$ cat src/rtl/rocket_axi_pkg.sv
// Shared AXI4 encodings and FSM state type
// for the simple-port to AXI4 bridge.
package rocket_axi_pkg;

  typedef enum logic [1:0] {
    RESP_OKAY   = 2'b00,
    RESP_EXOKAY = 2'b01,
    RESP_SLVERR = 2'b10,
    RESP_DECERR = 2'b11
  } axi_resp_e;

  localparam logic [1:0] BURST_FIXED = 2'b00;
  localparam logic [1:0] BURST_INCR  = 2'b01;
  localparam logic [1:0] BURST_WRAP  = 2'b10;

  localparam logic [3:0] CACHE_MOD = 4'b0010;

  typedef enum logic [2:0] {
    ST_IDLE,
    ST_WR_REQ,
    ST_WR_RESP,
    ST_RD_REQ,
    ST_RD_RESP
  } state_e;

  function automatic logic [2:0] axi_size(input int dw);
    return 3'($clog2(dw / 8));
  endfunction

endpackage

$ cat src/rtl/rocket_mem_to_axi_if.sv
// AXI4 master-side bundle (axi4_mem_0 naming)
// shared by the bridge and its slave.
interface rocket_mem_to_axi_if #(
  parameter int ID_WIDTH   = 4,
  parameter int ADDR_WIDTH = 32,
  parameter int DATA_WIDTH = 64
);
  logic                    axi4_mem_0_bits_aw_valid;
  logic                    axi4_mem_0_bits_aw_ready;
  logic [ID_WIDTH-1:0]     axi4_mem_0_bits_aw_id;
  logic [ADDR_WIDTH-1:0]   axi4_mem_0_bits_aw_addr;
  logic [7:0]              axi4_mem_0_bits_aw_len;
  logic [2:0]              axi4_mem_0_bits_aw_size;
  logic [1:0]              axi4_mem_0_bits_aw_burst;
  logic                    axi4_mem_0_bits_aw_lock;
  logic [3:0]              axi4_mem_0_bits_aw_cache;
  logic [2:0]              axi4_mem_0_bits_aw_prot;
  logic [3:0]              axi4_mem_0_bits_aw_qos;

  logic                    axi4_mem_0_bits_w_valid;
  logic                    axi4_mem_0_bits_w_ready;
  logic [DATA_WIDTH-1:0]   axi4_mem_0_bits_w_data;
  logic [DATA_WIDTH/8-1:0] axi4_mem_0_bits_w_strb;
  logic                    axi4_mem_0_bits_w_last;

  logic                    axi4_mem_0_bits_b_valid;
  logic                    axi4_mem_0_bits_b_ready;
  logic [ID_WIDTH-1:0]     axi4_mem_0_bits_b_id;
  logic [1:0]              axi4_mem_0_bits_b_resp;

  logic                    axi4_mem_0_bits_ar_valid;
  logic                    axi4_mem_0_bits_ar_ready;
  logic [ID_WIDTH-1:0]     axi4_mem_0_bits_ar_id;
  logic [ADDR_WIDTH-1:0]   axi4_mem_0_bits_ar_addr;
  logic [7:0]              axi4_mem_0_bits_ar_len;
  logic [2:0]              axi4_mem_0_bits_ar_size;
  logic [1:0]              axi4_mem_0_bits_ar_burst;
  logic                    axi4_mem_0_bits_ar_lock;
  logic [3:0]              axi4_mem_0_bits_ar_cache;
  logic [2:0]              axi4_mem_0_bits_ar_prot;
  logic [3:0]              axi4_mem_0_bits_ar_qos;

  logic                    axi4_mem_0_bits_r_valid;
  logic                    axi4_mem_0_bits_r_ready;
  logic [ID_WIDTH-1:0]     axi4_mem_0_bits_r_id;
  logic [DATA_WIDTH-1:0]   axi4_mem_0_bits_r_data;
  logic [1:0]              axi4_mem_0_bits_r_resp;
  logic                    axi4_mem_0_bits_r_last;

  modport master (
    output axi4_mem_0_bits_aw_valid, axi4_mem_0_bits_aw_id,
    output axi4_mem_0_bits_aw_addr, axi4_mem_0_bits_aw_len,
    output axi4_mem_0_bits_aw_size, axi4_mem_0_bits_aw_burst,
    output axi4_mem_0_bits_aw_lock, axi4_mem_0_bits_aw_cache,
    output axi4_mem_0_bits_aw_prot, axi4_mem_0_bits_aw_qos,
    input  axi4_mem_0_bits_aw_ready,
    output axi4_mem_0_bits_w_valid, axi4_mem_0_bits_w_data,
    output axi4_mem_0_bits_w_strb, axi4_mem_0_bits_w_last,
    input  axi4_mem_0_bits_w_ready,
    input  axi4_mem_0_bits_b_valid, axi4_mem_0_bits_b_id,
    input  axi4_mem_0_bits_b_resp,
    output axi4_mem_0_bits_b_ready,
    output axi4_mem_0_bits_ar_valid, axi4_mem_0_bits_ar_id,
    output axi4_mem_0_bits_ar_addr, axi4_mem_0_bits_ar_len,
    output axi4_mem_0_bits_ar_size, axi4_mem_0_bits_ar_burst,
    output axi4_mem_0_bits_ar_lock, axi4_mem_0_bits_ar_cache,
    output axi4_mem_0_bits_ar_prot, axi4_mem_0_bits_ar_qos,
    input  axi4_mem_0_bits_ar_ready,
    input  axi4_mem_0_bits_r_valid, axi4_mem_0_bits_r_id,
    input  axi4_mem_0_bits_r_data, axi4_mem_0_bits_r_resp,
    input  axi4_mem_0_bits_r_last,
    output axi4_mem_0_bits_r_ready
  );

  modport slave (
    input  axi4_mem_0_bits_aw_valid, axi4_mem_0_bits_aw_id,
    input  axi4_mem_0_bits_aw_addr, axi4_mem_0_bits_aw_len,
    input  axi4_mem_0_bits_aw_size, axi4_mem_0_bits_aw_burst,
    input  axi4_mem_0_bits_aw_lock, axi4_mem_0_bits_aw_cache,
    input  axi4_mem_0_bits_aw_prot, axi4_mem_0_bits_aw_qos,
    output axi4_mem_0_bits_aw_ready,
    input  axi4_mem_0_bits_w_valid, axi4_mem_0_bits_w_data,
    input  axi4_mem_0_bits_w_strb, axi4_mem_0_bits_w_last,
    output axi4_mem_0_bits_w_ready,
    output axi4_mem_0_bits_b_valid, axi4_mem_0_bits_b_id,
    output axi4_mem_0_bits_b_resp,
    input  axi4_mem_0_bits_b_ready,
    input  axi4_mem_0_bits_ar_valid, axi4_mem_0_bits_ar_id,
    input  axi4_mem_0_bits_ar_addr, axi4_mem_0_bits_ar_len,
    input  axi4_mem_0_bits_ar_size, axi4_mem_0_bits_ar_burst,
    input  axi4_mem_0_bits_ar_lock, axi4_mem_0_bits_ar_cache,
    input  axi4_mem_0_bits_ar_prot, axi4_mem_0_bits_ar_qos,
    output axi4_mem_0_bits_ar_ready,
    output axi4_mem_0_bits_r_valid, axi4_mem_0_bits_r_id,
    output axi4_mem_0_bits_r_data, axi4_mem_0_bits_r_resp,
    output axi4_mem_0_bits_r_last,
    input  axi4_mem_0_bits_r_ready
  );
endinterface

$ cat src/rtl/rocket_mem_to_axi.sv
// Simple request/grant memory port to single-beat
// AXI4 master bridge, one transaction in flight.
module rocket_mem_to_axi
  import rocket_axi_pkg::*;
#(
  parameter int ID_WIDTH   = 4,
  parameter int ADDR_WIDTH = 32,
  parameter int DATA_WIDTH = 64,
  parameter logic [ID_WIDTH-1:0] AXI_ID = '0
) (
  input  logic                    clock,
  input  logic                    reset_wire_reset_n,
  input  logic                    req_i,
  output logic                    gnt_o,
  input  logic                    we_i,
  input  logic [ADDR_WIDTH-1:0]   addr_i,
  input  logic [DATA_WIDTH/8-1:0] be_i,
  input  logic [DATA_WIDTH-1:0]   wdata_i,
  output logic                    rvalid_o,
  output logic [DATA_WIDTH-1:0]   rdata_o,
  output logic                    err_o,
  rocket_mem_to_axi_if.master     axi
);

  state_e state_q, state_d;

  logic [ADDR_WIDTH-1:0]   addr_q;
  logic [DATA_WIDTH/8-1:0] be_q;
  logic [DATA_WIDTH-1:0]   wdata_q;
  logic                    aw_done_q, w_done_q;
  logic                    rvalid_q, err_q;
  logic [DATA_WIDTH-1:0]   rdata_q;

  logic aw_hs, w_hs, b_hs, ar_hs, r_hs;
  logic b_bad, r_bad;

  assign aw_hs = axi.axi4_mem_0_bits_aw_valid
               & axi.axi4_mem_0_bits_aw_ready;
  assign w_hs  = axi.axi4_mem_0_bits_w_valid
               & axi.axi4_mem_0_bits_w_ready;
  assign b_hs  = axi.axi4_mem_0_bits_b_valid
               & axi.axi4_mem_0_bits_b_ready;
  assign ar_hs = axi.axi4_mem_0_bits_ar_valid
               & axi.axi4_mem_0_bits_ar_ready;
  // a beat without r_last is not a completion
  assign r_hs  = axi.axi4_mem_0_bits_r_valid
               & axi.axi4_mem_0_bits_r_ready
               & axi.axi4_mem_0_bits_r_last;

  assign b_bad = (axi.axi4_mem_0_bits_b_resp != RESP_OKAY)
               | (axi.axi4_mem_0_bits_b_id != AXI_ID);
  assign r_bad = (axi.axi4_mem_0_bits_r_resp != RESP_OKAY)
               | (axi.axi4_mem_0_bits_r_id != AXI_ID);

  always_ff @(posedge clock or negedge reset_wire_reset_n) begin
    if (!reset_wire_reset_n) state_q <= ST_IDLE;
    else                     state_q <= state_d;
  end

  always_comb begin
    state_d = state_q;
    unique case (state_q)
      ST_IDLE:
        if (req_i) state_d = we_i ? ST_WR_REQ : ST_RD_REQ;
      ST_WR_REQ:
        if ((aw_done_q | aw_hs) & (w_done_q | w_hs))
          state_d = ST_WR_RESP;
      ST_WR_RESP: if (b_hs) state_d = ST_IDLE;
      ST_RD_REQ:  if (ar_hs) state_d = ST_RD_RESP;
      ST_RD_RESP: if (r_hs) state_d = ST_IDLE;
      default:    state_d = ST_IDLE;
    endcase
  end

  // gnt is forced low while reset is held
  always_comb begin
    gnt_o = reset_wire_reset_n & req_i & (state_q == ST_IDLE);
    axi.axi4_mem_0_bits_aw_valid = (state_q == ST_WR_REQ) & ~aw_done_q;
    axi.axi4_mem_0_bits_w_valid  = (state_q == ST_WR_REQ) & ~w_done_q;
    axi.axi4_mem_0_bits_b_ready  = (state_q == ST_WR_RESP);
    axi.axi4_mem_0_bits_ar_valid = (state_q == ST_RD_REQ);
    axi.axi4_mem_0_bits_r_ready  = (state_q == ST_RD_RESP);
  end

  assign axi.axi4_mem_0_bits_aw_id    = AXI_ID;
  assign axi.axi4_mem_0_bits_aw_addr  = addr_q;
  assign axi.axi4_mem_0_bits_aw_len   = 8'd0;
  assign axi.axi4_mem_0_bits_aw_size  = axi_size(DATA_WIDTH);
  assign axi.axi4_mem_0_bits_aw_burst = BURST_INCR;
  assign axi.axi4_mem_0_bits_aw_lock  = 1'b0;
  assign axi.axi4_mem_0_bits_aw_cache = CACHE_MOD;
  assign axi.axi4_mem_0_bits_aw_prot  = 3'd0;
  assign axi.axi4_mem_0_bits_aw_qos   = 4'd0;
  assign axi.axi4_mem_0_bits_w_data   = wdata_q;
  assign axi.axi4_mem_0_bits_w_strb   = be_q;
  assign axi.axi4_mem_0_bits_w_last   = 1'b1;
  assign axi.axi4_mem_0_bits_ar_id    = AXI_ID;
  assign axi.axi4_mem_0_bits_ar_addr  = addr_q;
  assign axi.axi4_mem_0_bits_ar_len   = 8'd0;
  assign axi.axi4_mem_0_bits_ar_size  = axi_size(DATA_WIDTH);
  assign axi.axi4_mem_0_bits_ar_burst = BURST_INCR;
  assign axi.axi4_mem_0_bits_ar_lock  = 1'b0;
  assign axi.axi4_mem_0_bits_ar_cache = CACHE_MOD;
  assign axi.axi4_mem_0_bits_ar_prot  = 3'd0;
  assign axi.axi4_mem_0_bits_ar_qos   = 4'd0;

  always_ff @(posedge clock or negedge reset_wire_reset_n) begin
    if (!reset_wire_reset_n) begin
      addr_q  <= '0;
      be_q    <= '0;
      wdata_q <= '0;
    end else if (gnt_o) begin
      addr_q  <= addr_i;
      be_q    <= be_i;
      wdata_q <= wdata_i;
    end
  end

  always_ff @(posedge clock or negedge reset_wire_reset_n) begin
    if (!reset_wire_reset_n) begin
      aw_done_q <= 1'b0;
      w_done_q  <= 1'b0;
    end else if (state_q != ST_WR_REQ) begin
      aw_done_q <= 1'b0;
      w_done_q  <= 1'b0;
    end else begin
      if (aw_hs) aw_done_q <= 1'b1;
      if (w_hs)  w_done_q  <= 1'b1;
    end
  end

  always_ff @(posedge clock or negedge reset_wire_reset_n) begin
    if (!reset_wire_reset_n) begin
      rvalid_q <= 1'b0;
      rdata_q  <= '0;
      err_q    <= 1'b0;
    end else begin
      rvalid_q <= b_hs | r_hs;
      if (r_hs) begin
        rdata_q <= axi.axi4_mem_0_bits_r_data;
        err_q   <= r_bad;
      end else if (b_hs) begin
        rdata_q <= '0;
        err_q   <= b_bad;
      end
    end
  end

  assign rvalid_o = rvalid_q;
  assign rdata_o  = rdata_q;
  assign err_o    = err_q;

endmodule

$ cat src/flat_wrapper.sv
// flat-port wrapper written by rule: the top's interface ports become plain ports
module rocket_mem_to_axi_flat import rocket_axi_pkg::*;
#(
  parameter int ID_WIDTH   = 4,
  parameter int ADDR_WIDTH = 32,
  parameter int DATA_WIDTH = 64,
  parameter logic [ID_WIDTH-1:0] AXI_ID = '0
)
  (clock, reset_wire_reset_n, req_i, gnt_o, we_i, addr_i, be_i, wdata_i, rvalid_o, rdata_o, err_o, axi_axi4_mem_0_bits_aw_valid, axi_axi4_mem_0_bits_aw_id, axi_axi4_mem_0_bits_aw_addr, axi_axi4_mem_0_bits_aw_len, axi_axi4_mem_0_bits_aw_size, axi_axi4_mem_0_bits_aw_burst, axi_axi4_mem_0_bits_aw_lock, axi_axi4_mem_0_bits_aw_cache, axi_axi4_mem_0_bits_aw_prot, axi_axi4_mem_0_bits_aw_qos, axi_axi4_mem_0_bits_aw_ready, axi_axi4_mem_0_bits_w_valid, axi_axi4_mem_0_bits_w_data, axi_axi4_mem_0_bits_w_strb, axi_axi4_mem_0_bits_w_last, axi_axi4_mem_0_bits_w_ready, axi_axi4_mem_0_bits_b_valid, axi_axi4_mem_0_bits_b_id, axi_axi4_mem_0_bits_b_resp, axi_axi4_mem_0_bits_b_ready, axi_axi4_mem_0_bits_ar_valid, axi_axi4_mem_0_bits_ar_id, axi_axi4_mem_0_bits_ar_addr, axi_axi4_mem_0_bits_ar_len, axi_axi4_mem_0_bits_ar_size, axi_axi4_mem_0_bits_ar_burst, axi_axi4_mem_0_bits_ar_lock, axi_axi4_mem_0_bits_ar_cache, axi_axi4_mem_0_bits_ar_prot, axi_axi4_mem_0_bits_ar_qos, axi_axi4_mem_0_bits_ar_ready, axi_axi4_mem_0_bits_r_valid, axi_axi4_mem_0_bits_r_id, axi_axi4_mem_0_bits_r_data, axi_axi4_mem_0_bits_r_resp, axi_axi4_mem_0_bits_r_last, axi_axi4_mem_0_bits_r_ready);
  rocket_mem_to_axi_if #(.ID_WIDTH(ID_WIDTH), .ADDR_WIDTH(ADDR_WIDTH), .DATA_WIDTH(DATA_WIDTH)) axi_i ();
  input  logic clock;
  input  logic reset_wire_reset_n;
  input  logic req_i;
  output logic gnt_o;
  input  logic we_i;
  input  logic [ADDR_WIDTH-1:0] addr_i;
  input  logic [DATA_WIDTH/8-1:0] be_i;
  input  logic [DATA_WIDTH-1:0] wdata_i;
  output logic rvalid_o;
  output logic [DATA_WIDTH-1:0] rdata_o;
  output logic err_o;
  output wire logic [$bits(axi_i.axi4_mem_0_bits_aw_valid)-1:0] axi_axi4_mem_0_bits_aw_valid;
  output wire logic [$bits(axi_i.axi4_mem_0_bits_aw_id)-1:0] axi_axi4_mem_0_bits_aw_id;
  output wire logic [$bits(axi_i.axi4_mem_0_bits_aw_addr)-1:0] axi_axi4_mem_0_bits_aw_addr;
  output wire logic [$bits(axi_i.axi4_mem_0_bits_aw_len)-1:0] axi_axi4_mem_0_bits_aw_len;
  output wire logic [$bits(axi_i.axi4_mem_0_bits_aw_size)-1:0] axi_axi4_mem_0_bits_aw_size;
  output wire logic [$bits(axi_i.axi4_mem_0_bits_aw_burst)-1:0] axi_axi4_mem_0_bits_aw_burst;
  output wire logic [$bits(axi_i.axi4_mem_0_bits_aw_lock)-1:0] axi_axi4_mem_0_bits_aw_lock;
  output wire logic [$bits(axi_i.axi4_mem_0_bits_aw_cache)-1:0] axi_axi4_mem_0_bits_aw_cache;
  output wire logic [$bits(axi_i.axi4_mem_0_bits_aw_prot)-1:0] axi_axi4_mem_0_bits_aw_prot;
  output wire logic [$bits(axi_i.axi4_mem_0_bits_aw_qos)-1:0] axi_axi4_mem_0_bits_aw_qos;
  input wire logic [$bits(axi_i.axi4_mem_0_bits_aw_ready)-1:0] axi_axi4_mem_0_bits_aw_ready;
  output wire logic [$bits(axi_i.axi4_mem_0_bits_w_valid)-1:0] axi_axi4_mem_0_bits_w_valid;
  output wire logic [$bits(axi_i.axi4_mem_0_bits_w_data)-1:0] axi_axi4_mem_0_bits_w_data;
  output wire logic [$bits(axi_i.axi4_mem_0_bits_w_strb)-1:0] axi_axi4_mem_0_bits_w_strb;
  output wire logic [$bits(axi_i.axi4_mem_0_bits_w_last)-1:0] axi_axi4_mem_0_bits_w_last;
  input wire logic [$bits(axi_i.axi4_mem_0_bits_w_ready)-1:0] axi_axi4_mem_0_bits_w_ready;
  input wire logic [$bits(axi_i.axi4_mem_0_bits_b_valid)-1:0] axi_axi4_mem_0_bits_b_valid;
  input wire logic [$bits(axi_i.axi4_mem_0_bits_b_id)-1:0] axi_axi4_mem_0_bits_b_id;
  input wire logic [$bits(axi_i.axi4_mem_0_bits_b_resp)-1:0] axi_axi4_mem_0_bits_b_resp;
  output wire logic [$bits(axi_i.axi4_mem_0_bits_b_ready)-1:0] axi_axi4_mem_0_bits_b_ready;
  output wire logic [$bits(axi_i.axi4_mem_0_bits_ar_valid)-1:0] axi_axi4_mem_0_bits_ar_valid;
  output wire logic [$bits(axi_i.axi4_mem_0_bits_ar_id)-1:0] axi_axi4_mem_0_bits_ar_id;
  output wire logic [$bits(axi_i.axi4_mem_0_bits_ar_addr)-1:0] axi_axi4_mem_0_bits_ar_addr;
  output wire logic [$bits(axi_i.axi4_mem_0_bits_ar_len)-1:0] axi_axi4_mem_0_bits_ar_len;
  output wire logic [$bits(axi_i.axi4_mem_0_bits_ar_size)-1:0] axi_axi4_mem_0_bits_ar_size;
  output wire logic [$bits(axi_i.axi4_mem_0_bits_ar_burst)-1:0] axi_axi4_mem_0_bits_ar_burst;
  output wire logic [$bits(axi_i.axi4_mem_0_bits_ar_lock)-1:0] axi_axi4_mem_0_bits_ar_lock;
  output wire logic [$bits(axi_i.axi4_mem_0_bits_ar_cache)-1:0] axi_axi4_mem_0_bits_ar_cache;
  output wire logic [$bits(axi_i.axi4_mem_0_bits_ar_prot)-1:0] axi_axi4_mem_0_bits_ar_prot;
  output wire logic [$bits(axi_i.axi4_mem_0_bits_ar_qos)-1:0] axi_axi4_mem_0_bits_ar_qos;
  input wire logic [$bits(axi_i.axi4_mem_0_bits_ar_ready)-1:0] axi_axi4_mem_0_bits_ar_ready;
  input wire logic [$bits(axi_i.axi4_mem_0_bits_r_valid)-1:0] axi_axi4_mem_0_bits_r_valid;
  input wire logic [$bits(axi_i.axi4_mem_0_bits_r_id)-1:0] axi_axi4_mem_0_bits_r_id;
  input wire logic [$bits(axi_i.axi4_mem_0_bits_r_data)-1:0] axi_axi4_mem_0_bits_r_data;
  input wire logic [$bits(axi_i.axi4_mem_0_bits_r_resp)-1:0] axi_axi4_mem_0_bits_r_resp;
  input wire logic [$bits(axi_i.axi4_mem_0_bits_r_last)-1:0] axi_axi4_mem_0_bits_r_last;
  output wire logic [$bits(axi_i.axi4_mem_0_bits_r_ready)-1:0] axi_axi4_mem_0_bits_r_ready;
  assign axi_axi4_mem_0_bits_aw_valid = axi_i.axi4_mem_0_bits_aw_valid;
  assign axi_axi4_mem_0_bits_aw_id = axi_i.axi4_mem_0_bits_aw_id;
  assign axi_axi4_mem_0_bits_aw_addr = axi_i.axi4_mem_0_bits_aw_addr;
  assign axi_axi4_mem_0_bits_aw_len = axi_i.axi4_mem_0_bits_aw_len;
  assign axi_axi4_mem_0_bits_aw_size = axi_i.axi4_mem_0_bits_aw_size;
  assign axi_axi4_mem_0_bits_aw_burst = axi_i.axi4_mem_0_bits_aw_burst;
  assign axi_axi4_mem_0_bits_aw_lock = axi_i.axi4_mem_0_bits_aw_lock;
  assign axi_axi4_mem_0_bits_aw_cache = axi_i.axi4_mem_0_bits_aw_cache;
  assign axi_axi4_mem_0_bits_aw_prot = axi_i.axi4_mem_0_bits_aw_prot;
  assign axi_axi4_mem_0_bits_aw_qos = axi_i.axi4_mem_0_bits_aw_qos;
  assign axi_i.axi4_mem_0_bits_aw_ready = axi_axi4_mem_0_bits_aw_ready;
  assign axi_axi4_mem_0_bits_w_valid = axi_i.axi4_mem_0_bits_w_valid;
  assign axi_axi4_mem_0_bits_w_data = axi_i.axi4_mem_0_bits_w_data;
  assign axi_axi4_mem_0_bits_w_strb = axi_i.axi4_mem_0_bits_w_strb;
  assign axi_axi4_mem_0_bits_w_last = axi_i.axi4_mem_0_bits_w_last;
  assign axi_i.axi4_mem_0_bits_w_ready = axi_axi4_mem_0_bits_w_ready;
  assign axi_i.axi4_mem_0_bits_b_valid = axi_axi4_mem_0_bits_b_valid;
  assign axi_i.axi4_mem_0_bits_b_id = axi_axi4_mem_0_bits_b_id;
  assign axi_i.axi4_mem_0_bits_b_resp = axi_axi4_mem_0_bits_b_resp;
  assign axi_axi4_mem_0_bits_b_ready = axi_i.axi4_mem_0_bits_b_ready;
  assign axi_axi4_mem_0_bits_ar_valid = axi_i.axi4_mem_0_bits_ar_valid;
  assign axi_axi4_mem_0_bits_ar_id = axi_i.axi4_mem_0_bits_ar_id;
  assign axi_axi4_mem_0_bits_ar_addr = axi_i.axi4_mem_0_bits_ar_addr;
  assign axi_axi4_mem_0_bits_ar_len = axi_i.axi4_mem_0_bits_ar_len;
  assign axi_axi4_mem_0_bits_ar_size = axi_i.axi4_mem_0_bits_ar_size;
  assign axi_axi4_mem_0_bits_ar_burst = axi_i.axi4_mem_0_bits_ar_burst;
  assign axi_axi4_mem_0_bits_ar_lock = axi_i.axi4_mem_0_bits_ar_lock;
  assign axi_axi4_mem_0_bits_ar_cache = axi_i.axi4_mem_0_bits_ar_cache;
  assign axi_axi4_mem_0_bits_ar_prot = axi_i.axi4_mem_0_bits_ar_prot;
  assign axi_axi4_mem_0_bits_ar_qos = axi_i.axi4_mem_0_bits_ar_qos;
  assign axi_i.axi4_mem_0_bits_ar_ready = axi_axi4_mem_0_bits_ar_ready;
  assign axi_i.axi4_mem_0_bits_r_valid = axi_axi4_mem_0_bits_r_valid;
  assign axi_i.axi4_mem_0_bits_r_id = axi_axi4_mem_0_bits_r_id;
  assign axi_i.axi4_mem_0_bits_r_data = axi_axi4_mem_0_bits_r_data;
  assign axi_i.axi4_mem_0_bits_r_resp = axi_axi4_mem_0_bits_r_resp;
  assign axi_i.axi4_mem_0_bits_r_last = axi_axi4_mem_0_bits_r_last;
  assign axi_axi4_mem_0_bits_r_ready = axi_i.axi4_mem_0_bits_r_ready;
  rocket_mem_to_axi #(.ID_WIDTH(ID_WIDTH), .ADDR_WIDTH(ADDR_WIDTH), .DATA_WIDTH(DATA_WIDTH), .AXI_ID(AXI_ID)) u_core (.clock(clock), .reset_wire_reset_n(reset_wire_reset_n), .req_i(req_i), .gnt_o(gnt_o), .we_i(we_i), .addr_i(addr_i), .be_i(be_i), .wdata_i(wdata_i), .rvalid_o(rvalid_o), .rdata_o(rdata_o), .err_o(err_o), .axi(axi_i));
endmodule
$ cat config.mk
export PLATFORM = sky130hd
export DESIGN_NAME = rocket_mem_to_axi_flat
export DESIGN_NICKNAME = d
export VERILOG_FILES = /design/src/rtl/rocket_axi_pkg.sv /design/src/rtl/rocket_mem_to_axi_if.sv /design/src/rtl/rocket_mem_to_axi.sv /design/src/flat_wrapper.sv
export SDC_FILE = /design/constraint.sdc
export NUM_CORES = 1
export LEC_CHECK = 0
export CAP_MARGIN = 30
export CORE_AREA = 4 4 176 178
export CTS_CLUSTER_SIZE = 40
export DETAILED_ROUTE_END_ITERATION = 8
export DIE_AREA = 0 0 180 182
export MAX_ROUTING_LAYER = met4
export PLACE_DENSITY = 0.64
export SLEW_MARGIN = 20
export SYNTH_ARGS = -nofsm -noshare
export SYNTH_HDL_FRONTEND = slang
export SYNTH_SLANG_ARGS = --single-unit
$ cat constraint.sdc
create_clock -name clock -period 3.81 [get_ports clock]
set_input_delay 1.143 -clock clock [delete_from_list [all_inputs] [get_ports clock]]
set_output_delay 1.143 -clock clock [all_outputs]
set_load 0.005 [all_outputs]
==> flow_summary.ini, run 1 <==
[flow_run]
maxCapViolCount = 0

[synth]
synth.distinct_cells = 29
avgSynthCellArea_um2 = 14.5
synth_warnings = 0
synth-seq-cells = 175
synth_area_um2 = 7220
synth-seq-area-share = 0.607
synth_cells = 497

[global_route]
gr-total-overflow = 0
grtUsageTotal = 0.134
grt_pass1_vias = 5525
grt_max_degree = 64
grt_antenna_before_repair = 2
grt_pass1_wl_um = 33100

[clocking]
cts_setup_buffers = 0
clock_latency_ps = 420
h-tree-depth = 4
cts_buffers = 17
cts.reportedPaths.clkPinSlew_ps = 70
cts_resized = 0
clock_sinks = 175
hold_buffers = 0
tritoncts = yes
clk_path_buf_depth = 2
cts_root_buf = clkbuf_16

[worst_setup_path]
crit_required_ps = 2670
crit_start = req_i
cp-start-kind = input pin
path_max_fanout = 3
crit_end = gnt_o
r2r_slack_ps = 1580
cp-end-kind = output pin
crit-reg2reg-launch = u_core.state_q[1]
ff2ff_path_depth = 3
r2r_end = u_core.axi.axi4_mem_0_bits_ar_addr[1]
arrival_ps = 2560
critPathKind = in2out

[drt]
routedWlPerCell_um = 17.3
drt.antenna.violating_nets = 0
routed_wl_um = 21900
drtPass1Iterations = 4
avgViaCountPerCell = 4.06
via_count = 5140
drtIter0Drc = 171
drc = 0

[hold_path]
hold_class = reg2reg

[timing]
finalWorstSetupSlack_ps = 109
rsz0062_at_grt = false
setup_viol = 0
worst_pin_slew_ps = 829
skew_ps = 15.4
min_period_ps = 3700
slew_headroom = 0.447
finalMaxSlewViolations = 0
fmax_ghz = 0.270
fin_crit_sh = 0.972
setup-tns-final_ps = 0
hold_viol = 0

[floorplan]
dieArea_um2 = 32800
core_um2 = 29400
die_w_um = 180
initial_core_util = 0.245
row_count = 63
ios = 457
die_y_um = 182

[power_and_ir_drop]
cellPowerDensity_nw_per_um2 = 716
finalPower_uw = 8400
p_leak_uw = 0.00497
peakVddDrop_v = 0.000264

[place]
place.gp.congestion = 0.754
pre_cts_slack_ps = 97.4
port_buffers = 397
hpwl_um = 16700

[final_layout]
nets = 1052
final_cell_mix = clkdlybuf4s50_1 (396), dfrtp_1 (175), a22o_1 (65), conb_1 (59), mux2_2 (55)
final_common_cell = clkdlybuf4s50_1
drive_gt1_frac = 0.119
synthToLayoutAreaGrowth_pct = 62.6

[run_status]
status = finished, final reports clean
==> sequential cells by signal, summed over array words and instances, names as in the netlist <==
signal / flops
u_core.axi.axi4_mem_0_bits_w_strb: 8
u_core.err_o: 1
u_core.state_q: 3
u_core.rvalid_o: 1
u_core.axi.axi4_mem_0_bits_w_data: 64
u_core.axi.axi4_mem_0_bits_ar_addr: 32
u_core.rdata_o: 64
u_core.aw_done_q: 1
u_core.w_done_q: 1
==> logic make-up after synthesis <==
family,count (synthesis),synth area share
AOI/OAI and AO/OA,71,0.0855
buffers and inverters,120,0.120
DFF,175,0.607
muxes,105,0.165
other,2,0.00104
and+or+nand+nor,24,0.0208
==> worst max-delay path, cell delays in order <==
cell	delay (ps)
clkdlybuf4s50_1	520
nand2_1	100
nor4_4	200
clkdlybuf4s50_1	600
==> worst min path at each step <==
stage | from | endpoint | slack (ps) | depth (start not counted)
after floorplan | u_core.axi.axi4_mem_0_bits_w_data[14] | u_core.axi.axi4_mem_0_bits_w_data[14] | 480 | 1
after global placement | u_core.axi.axi4_mem_0_bits_w_data[59] | u_core.axi.axi4_mem_0_bits_w_data[59] | 470 | 1
after detailed placement | u_core.axi.axi4_mem_0_bits_w_data[29] | u_core.axi.axi4_mem_0_bits_w_data[29] | 470 | 1
after CTS | u_core.axi.axi4_mem_0_bits_w_data[29] | u_core.axi.axi4_mem_0_bits_w_data[29] | 490 | 1
after global routing | u_core.axi.axi4_mem_0_bits_w_data[17] | u_core.axi.axi4_mem_0_bits_w_data[17] | 500 | 1
final | u_core.axi.axi4_mem_0_bits_w_data[17] | u_core.axi.axi4_mem_0_bits_w_data[17] | 490 | 1
==> metal layers <==
layer  GRT usage  vias to the layer above  share of wire  wire length, µm
met3      0.0403                       11          0.073             1610
met4      0.0375                        0          0.013              285
met1       0.162                     2534           0.42             9240
li1            -                     2338              -                -
met5           -                        -              0                0
met2       0.217                      257           0.49            10800
==> synthesized netlist by cell type <==
library cell | instances | share of area
buf_4 | 98 | 0.10
nand2_1 | 3 | 0.0016
o311a_1 | 1 | 0.0014
nor2_1 | 8 | 0.0042
or3b_2 | 1 | 0.0012
and3_1 | 1 | 0.00087
a221oi_1 | 1 | 0.0012
a221o_1 | 1 | 0.0014
buf_6 | 5 | 0.0078
nor3b_1 | 2 | 0.0021
or4_1 | 1 | 0.0010
nor4_4 | 1 | 0.0029
mux2_1 | 49 | 0.076
mux4_2 | 1 | 0.0031
clkbuf_1 | 6 | 0.0031
nand4b_1 | 1 | 0.0012
and3b_1 | 1 | 0.0012
nor4_1 | 1 | 0.00087
o22ai_1 | 1 | 0.00087
a22o_1 | 65 | 0.079
inv_1 | 1 | 0.00052
a21o_1 | 1 | 0.0010
buf_2 | 10 | 0.0069
a21oi_1 | 1 | 0.00069
mux2_2 | 55 | 0.086
nand2b_1 | 3 | 0.0026
conb_1 | 2 | 0.0010
nand3b_1 | 1 | 0.0010
dfrtp_1 | 175 | 0.61
==> report_power, final <==
group	internal (µW)	leakage (µW)	total, µW	switching [µW]
Clock	944	0.000280	1760	816
Sequential	2660	0.00221	3170	506
Combinational	2420	0.00248	3470	1050
Total	6030	0.00497	8400	2370
==> stage by stage <==
step                       util  hold WS, ps  area, µm²  cells
final                     0.399          487      11700   1266
after global routing      0.399          505      11700   1266
after CTS                 0.399          491      11700   1265
after detailed placement  0.379          474      11100   1233
after global placement    0.378          468      11100   1232
after floorplan               -          483       7430    554
==> final cells by class <==
class,count,area [µm²]
diodes,1,2.50
clock buffers,18,439
clock inverters,14,144
fillers,2788,17700
inverters,1,3.75
multi-input cells,259,2180
flip-flops and latches,175,4380
well taps,390,488
repair buffers,408,4090
(Power assumes the default switching activity.)
==> run 2, diff against run 1 <==
--- a/config.mk
+++ b/config.mk
@@ -11,8 +11,8 @@
 export DETAILED_ROUTE_END_ITERATION = 8
 export DIE_AREA = 0 0 180 182
 export MAX_ROUTING_LAYER = met4
-export PLACE_DENSITY = 0.64
-export SLEW_MARGIN = 20
+export PLACE_DENSITY = 0.56
+export REMOVE_ABC_BUFFERS = 1
 export SYNTH_ARGS = -nofsm -noshare
 export SYNTH_HDL_FRONTEND = slang
 export SYNTH_SLANG_ARGS = --single-unit
==> run 2 against run 1 <==
Compared with the run above: routed wire length up 1.2%; combinational power about the same; design area down 0.29%; register-to-register slack worse by 400 ps; critical path depth unchanged; largest cell class unchanged.
==> flow_summary.ini, run 2 (synthesis results as in run 1) <==
[power_and_ir_drop]
finalPower_uw = 8400
cellPowerDensity_nw_per_um2 = 718
p_leak_uw = 0.00495
peakVddDrop_v = 0.000245

[clocking]
cts_setup_buffers = 0
clk_path_buf_depth = 2
h-tree-depth = 4
clock_sinks = 175
hold_buffers = 0
clock_latency_ps = 410
cts_buffers = 17
cts_resized = 0
cts.reportedPaths.clkPinSlew_ps = 70
tritoncts = yes
cts_root_buf = clkbuf_16

[worst_setup_path]
critical_path_buf_inv_count = 2
cpMostUsedCell = clkdlybuf4s50_1
critPathKind = in2out
arrival_ps = 2560
crit_required_ps = 2670
crit_path_top_delay_cell = clkdlybuf4s50_1
crit_family = buffers and inverters
crit_path_cell_trace = clkdlybuf4s50_1, nand2_1, nor4_4, clkdlybuf4s50_1
path_max_fanout = 3
cp-end-kind = output pin
cp-start-kind = input pin
cp_slowest_stage_delay_ps = 590

[place]
place.gp.congestion = 0.782
port_buffers = 397
numPlacedInstances = 1229
pre_cts_slack_ps = 93.4
hpwl_um = 16500

[timing]
setup_viol = 0
rsz0062_at_grt = false
finalMaxSlewViolations = 0
worst_pin_slew_ps = 744
worst_hold_slack_ps = 484
skew_ps = 14.0
min_period_ps = 3710
hold_viol = 0
slew_headroom = 0.504
finalWorstSetupSlack_ps = 105
fmax_ghz = 0.270
fin_crit_sh = 0.973

[global_route]
gr-total-overflow = 0
grt_pass1_vias = 5518
grtUsageTotal = 0.134
grt_pass1_wl_um = 33300
grt_antenna_before_repair = 1
grt_max_degree = 127

[final_layout]
synthToLayoutAreaGrowth_pct = 62.1
final_common_cell = clkdlybuf4s50_1
drive_gt1_frac = 0.113
final_cell_mix = clkdlybuf4s50_1 (396), dfrtp_1 (175), a22o_1 (65), conb_1 (59), mux2_2 (55)
instances_no_fill = 1261
nFillCells = 2777
nets = 1048
postLayoutCoreUtil = 0.398

[floorplan]
row_count = 63
initial_core_util = 0.245
dieArea_um2 = 32800
ios = 457
core_um2 = 29400
die_y_um = 182
die_w_um = 180

[drt]
drtPass1Iterations = 4
avgViaCountPerCell = 4.01
drt.antenna.violating_nets = 0
drc = 0
drtIter0Drc = 169
via_count = 5059
routed_wl_um = 22200
routedWlPerCell_um = 17.6

[run_status]
status = finished, final reports clean

[hold_path]
hold_class = reg2reg

[flow_run]
maxCapViolCount = 0
==> run 2: cell count changes in the layout (fill, tap and decap cells not counted) <==
cell        change
clkbuf_8        +1
buf_16          -1
clkinvlp_4      +1
clkbuf_1        +1
clkinv_4        +2
buf_6           -1
buf_12          +2
inv_6           -4
buf_4           -5
clkinv_2        -1
==> run 2: cell type report <==
type,count,area [µm²],area share
clock inverters,12,129,0.0110
repair buffers,404,4070,0.348
multi-input cells,259,2180,0.187
well taps,390,488,0.0417
inverters,1,3.75,0.000321
diodes,1,2.50,0.000214
clock buffers,19,443,0.0379
flip-flops and latches,175,4380,0.374
==> run 2: worst paths after layout <==
| kind | from | end | slack, ps | cells after the start |
|---|---|---|---|---|
| worst min register to register | u_core.axi.axi4_mem_0_bits_w_data[40] | u_core.axi.axi4_mem_0_bits_w_data[40] | 480 | 1 |
| worst max-delay path | req_i | gnt_o | 100 | 4 |
| min in group asynchronous | reset_wire_reset_n | u_core.axi.axi4_mem_0_bits_w_data[60] | 850 | 2 |
| worst min-delay path | u_core.axi.axi4_mem_0_bits_w_data[40] | u_core.axi.axi4_mem_0_bits_w_data[40] | 480 | 1 |
| max in group asynchronous | reset_wire_reset_n | u_core.axi.axi4_mem_0_bits_w_data[46] | 1810 | 3 |
| worst max register to register | u_core.state_q[1] | u_core.axi.axi4_mem_0_bits_ar_addr[7] | 1180 | 4 |
==> run 2: power breakdown <==
part           switching, µW  internal, µW
sequential               506          2660
clock                    805           935
combinational           1060          2420
total                   2370          6020
==> run 2: stage by stage <==
step	setup TNS (ps)	area, µm²
after detailed placement	0	11100
final	0	11700
after floorplan	-139260	6570
after global placement	0	11100
after CTS	0	11700
after global routing	0	11700
==> run 2: routing by layer <==
layer  GRT usage  routed length, µm  up-vias
met4      0.0253                136        0
li1            -                  -     2341
met3      0.0549               2170        8
met5           -                  0        -
met2       0.217              10800      280
met1       0.159               9100     2430
==> run 3, diff against run 2 <==
--- a/config.mk
+++ b/config.mk
@@ -11,7 +11,6 @@
 export DETAILED_ROUTE_END_ITERATION = 8
 export DIE_AREA = 0 0 180 182
 export MAX_ROUTING_LAYER = met4
-export PLACE_DENSITY = 0.56
 export REMOVE_ABC_BUFFERS = 1
 export SYNTH_ARGS = -nofsm -noshare
 export SYNTH_HDL_FRONTEND = slang
==> run 3 against run 2 <==
Compared with the run above: cell count rose by 0.16%; total power grew 0.13%; critical endpoint unchanged; die area is the same; via count rose by 1.7%; combinational power about the same; global-route usage grew 0.075 points; sequential share of layout area about the same; fmax hardly changed; setup slack improved by 3.7 ps; non-clock buffer count grew 1.
==> flow_summary.ini, run 3 (synthesis results as in run 1) <==
[run_status]
status = finished, final reports clean

[final_layout]
final_cell_mix = clkdlybuf4s50_1 (396), dfrtp_1 (175), a22o_1 (65), conb_1 (59), mux2_2 (55)
final_common_cell = clkdlybuf4s50_1
instances_no_fill = 1263
nets = 1049
drive_gt1_frac = 0.114
final_area_um2 = 11700
synthToLayoutAreaGrowth_pct = 62.1

[worst_setup_path]
r2r_slack_ps = 1310
crit_end = gnt_o
arrival_ps = 2560
cp-end-kind = output pin
crit_path_cell_trace = clkdlybuf4s50_1, nand2_1, nor4_4, clkdlybuf4s50_1
r2r_end = u_core.axi.axi4_mem_0_bits_w_data[5]
crit_family = buffers and inverters
cpMostUsedCell = clkdlybuf4s50_1
crit_path_top_delay_cell = clkdlybuf4s50_1
critical_path_buf_inv_count = 2
crit_start = req_i
cp_num_cells = 4
cp_slowest_stage_delay_ps = 590
cp-start-kind = input pin
ff2ff_path_depth = 4
crit-reg2reg-launch = u_core.state_q[0]
path_max_fanout = 3
critPathKind = in2out
crit_required_ps = 2670

[floorplan]
ios = 457
die_w_um = 180
core_um2 = 29400
die_y_um = 182
row_count = 63
dieArea_um2 = 32800
initial_core_util = 0.245

[timing]
worst_hold_slack_ps = 484
skew_ps = 10.8
slew_headroom = 0.431
fmax_ghz = 0.270
fin_crit_sh = 0.972
setup_viol = 0
finalMaxSlewViolations = 0
hold_viol = 0
rsz0062_at_grt = false
setup-tns-final_ps = 0
min_period_ps = 3700
worst_pin_slew_ps = 854

[drt]
avgViaCountPerCell = 4.07
drt.antenna.violating_nets = 0
routed_wl_um = 22200
drc = 0
drtPass1Iterations = 4
via_count = 5144
routedWlPerCell_um = 17.6
drtIter0Drc = 150

[clocking]
h-tree-depth = 4
hold_buffers = 0
cts_setup_buffers = 0
tritoncts = yes
clock_latency_ps = 410
clock_sinks = 175
clk_path_buf_depth = 2
cts_root_buf = clkbuf_16
cts_resized = 0
cts_buffers = 17
cts.reportedPaths.clkPinSlew_ps = 70

[flow_run]
maxCapViolCount = 0

[hold_path]
hold_class = reg2reg

[place]
port_buffers = 397
numPlacedInstances = 1230
place.gp.congestion = 0.765
hpwl_um = 16700
post_dp_cell_area_um2 = 11100

[power_and_ir_drop]
p_leak_uw = 0.00495
cellPowerDensity_nw_per_um2 = 719
peakVddDrop_v = 0.000230

[global_route]
top_usage_layer = met2
grt_pass1_vias = 5705
grt_pass1_wl_um = 33600
use_met3 = 0.0463
use_met1 = 0.158
gr-total-overflow = 0
grt_use_met2 = 0.228
grtUsageTotal = 0.135
grt_max_degree = 67
grt_antenna_before_repair = 1
==> run 3: cell type report <==
class | count | area (µm²)
repair buffers | 405 | 4060
multi-input cells | 259 | 2180
diodes | 1 | 2.50
flip-flops and latches | 175 | 4380
clock buffers | 20 | 447
inverters | 1 | 3.75
clock inverters | 12 | 126
well taps | 390 | 488
fillers | 2813 | 17700
==> run 3: worst min-delay path by stage <==
stage | slack [ps] | end | from | cells after the start
floorplan | 480 | u_core.axi.axi4_mem_0_bits_w_data[14] | u_core.axi.axi4_mem_0_bits_w_data[14] | 1
global placement | 470 | u_core.axi.axi4_mem_0_bits_w_data[21] | u_core.axi.axi4_mem_0_bits_w_data[21] | 1
detailed placement | 470 | u_core.axi.axi4_mem_0_bits_w_data[17] | u_core.axi.axi4_mem_0_bits_w_data[17] | 1
CTS | 490 | u_core.axi.axi4_mem_0_bits_w_data[48] | u_core.axi.axi4_mem_0_bits_w_data[48] | 1
global route | 500 | u_core.axi.axi4_mem_0_bits_w_data[36] | u_core.axi.axi4_mem_0_bits_w_data[36] | 1
finish | 480 | u_core.axi.axi4_mem_0_bits_w_data[37] | u_core.axi.axi4_mem_0_bits_w_data[37] | 1
==> run 3: report_power, final <==
group          switching (µW)  internal [µW]  total (µW)
clock network             800            937        1740
logic                    1040           2420        3460
registers                 541           2670        3210
==> run 3: worst reg2reg max path, stage by stage, from the launching register on <==
cell and delay, ps:
dfrtp_1 550, nor4_4 350, buf_4 570, buf_4 520, mux2_2 410
==> run 3: layer usage <==
layer	up-vias	part of all wire
met2	271	0.49
met1	2529	0.42
met5	-	0
met4	0	0.0069
met3	7	0.085
li1	2337	-
==> run 3: stage by stage <==
| step | util | total power [µW] | setup WS [ps] |
|---|---|---|---|
| 6_report | 0.398 | 8410 | 108 |
| 5_1_grt | 0.398 | 8940 | 31.4 |
| 4_1_cts | 0.398 | 8580 | 88.1 |
| 3_5_place_dp | 0.378 | 6770 | 89.2 |
| 3_3_place_gp | 0.378 | 6720 | 116 |
| 2_1_floorplan | - | 4160 | -1850 |
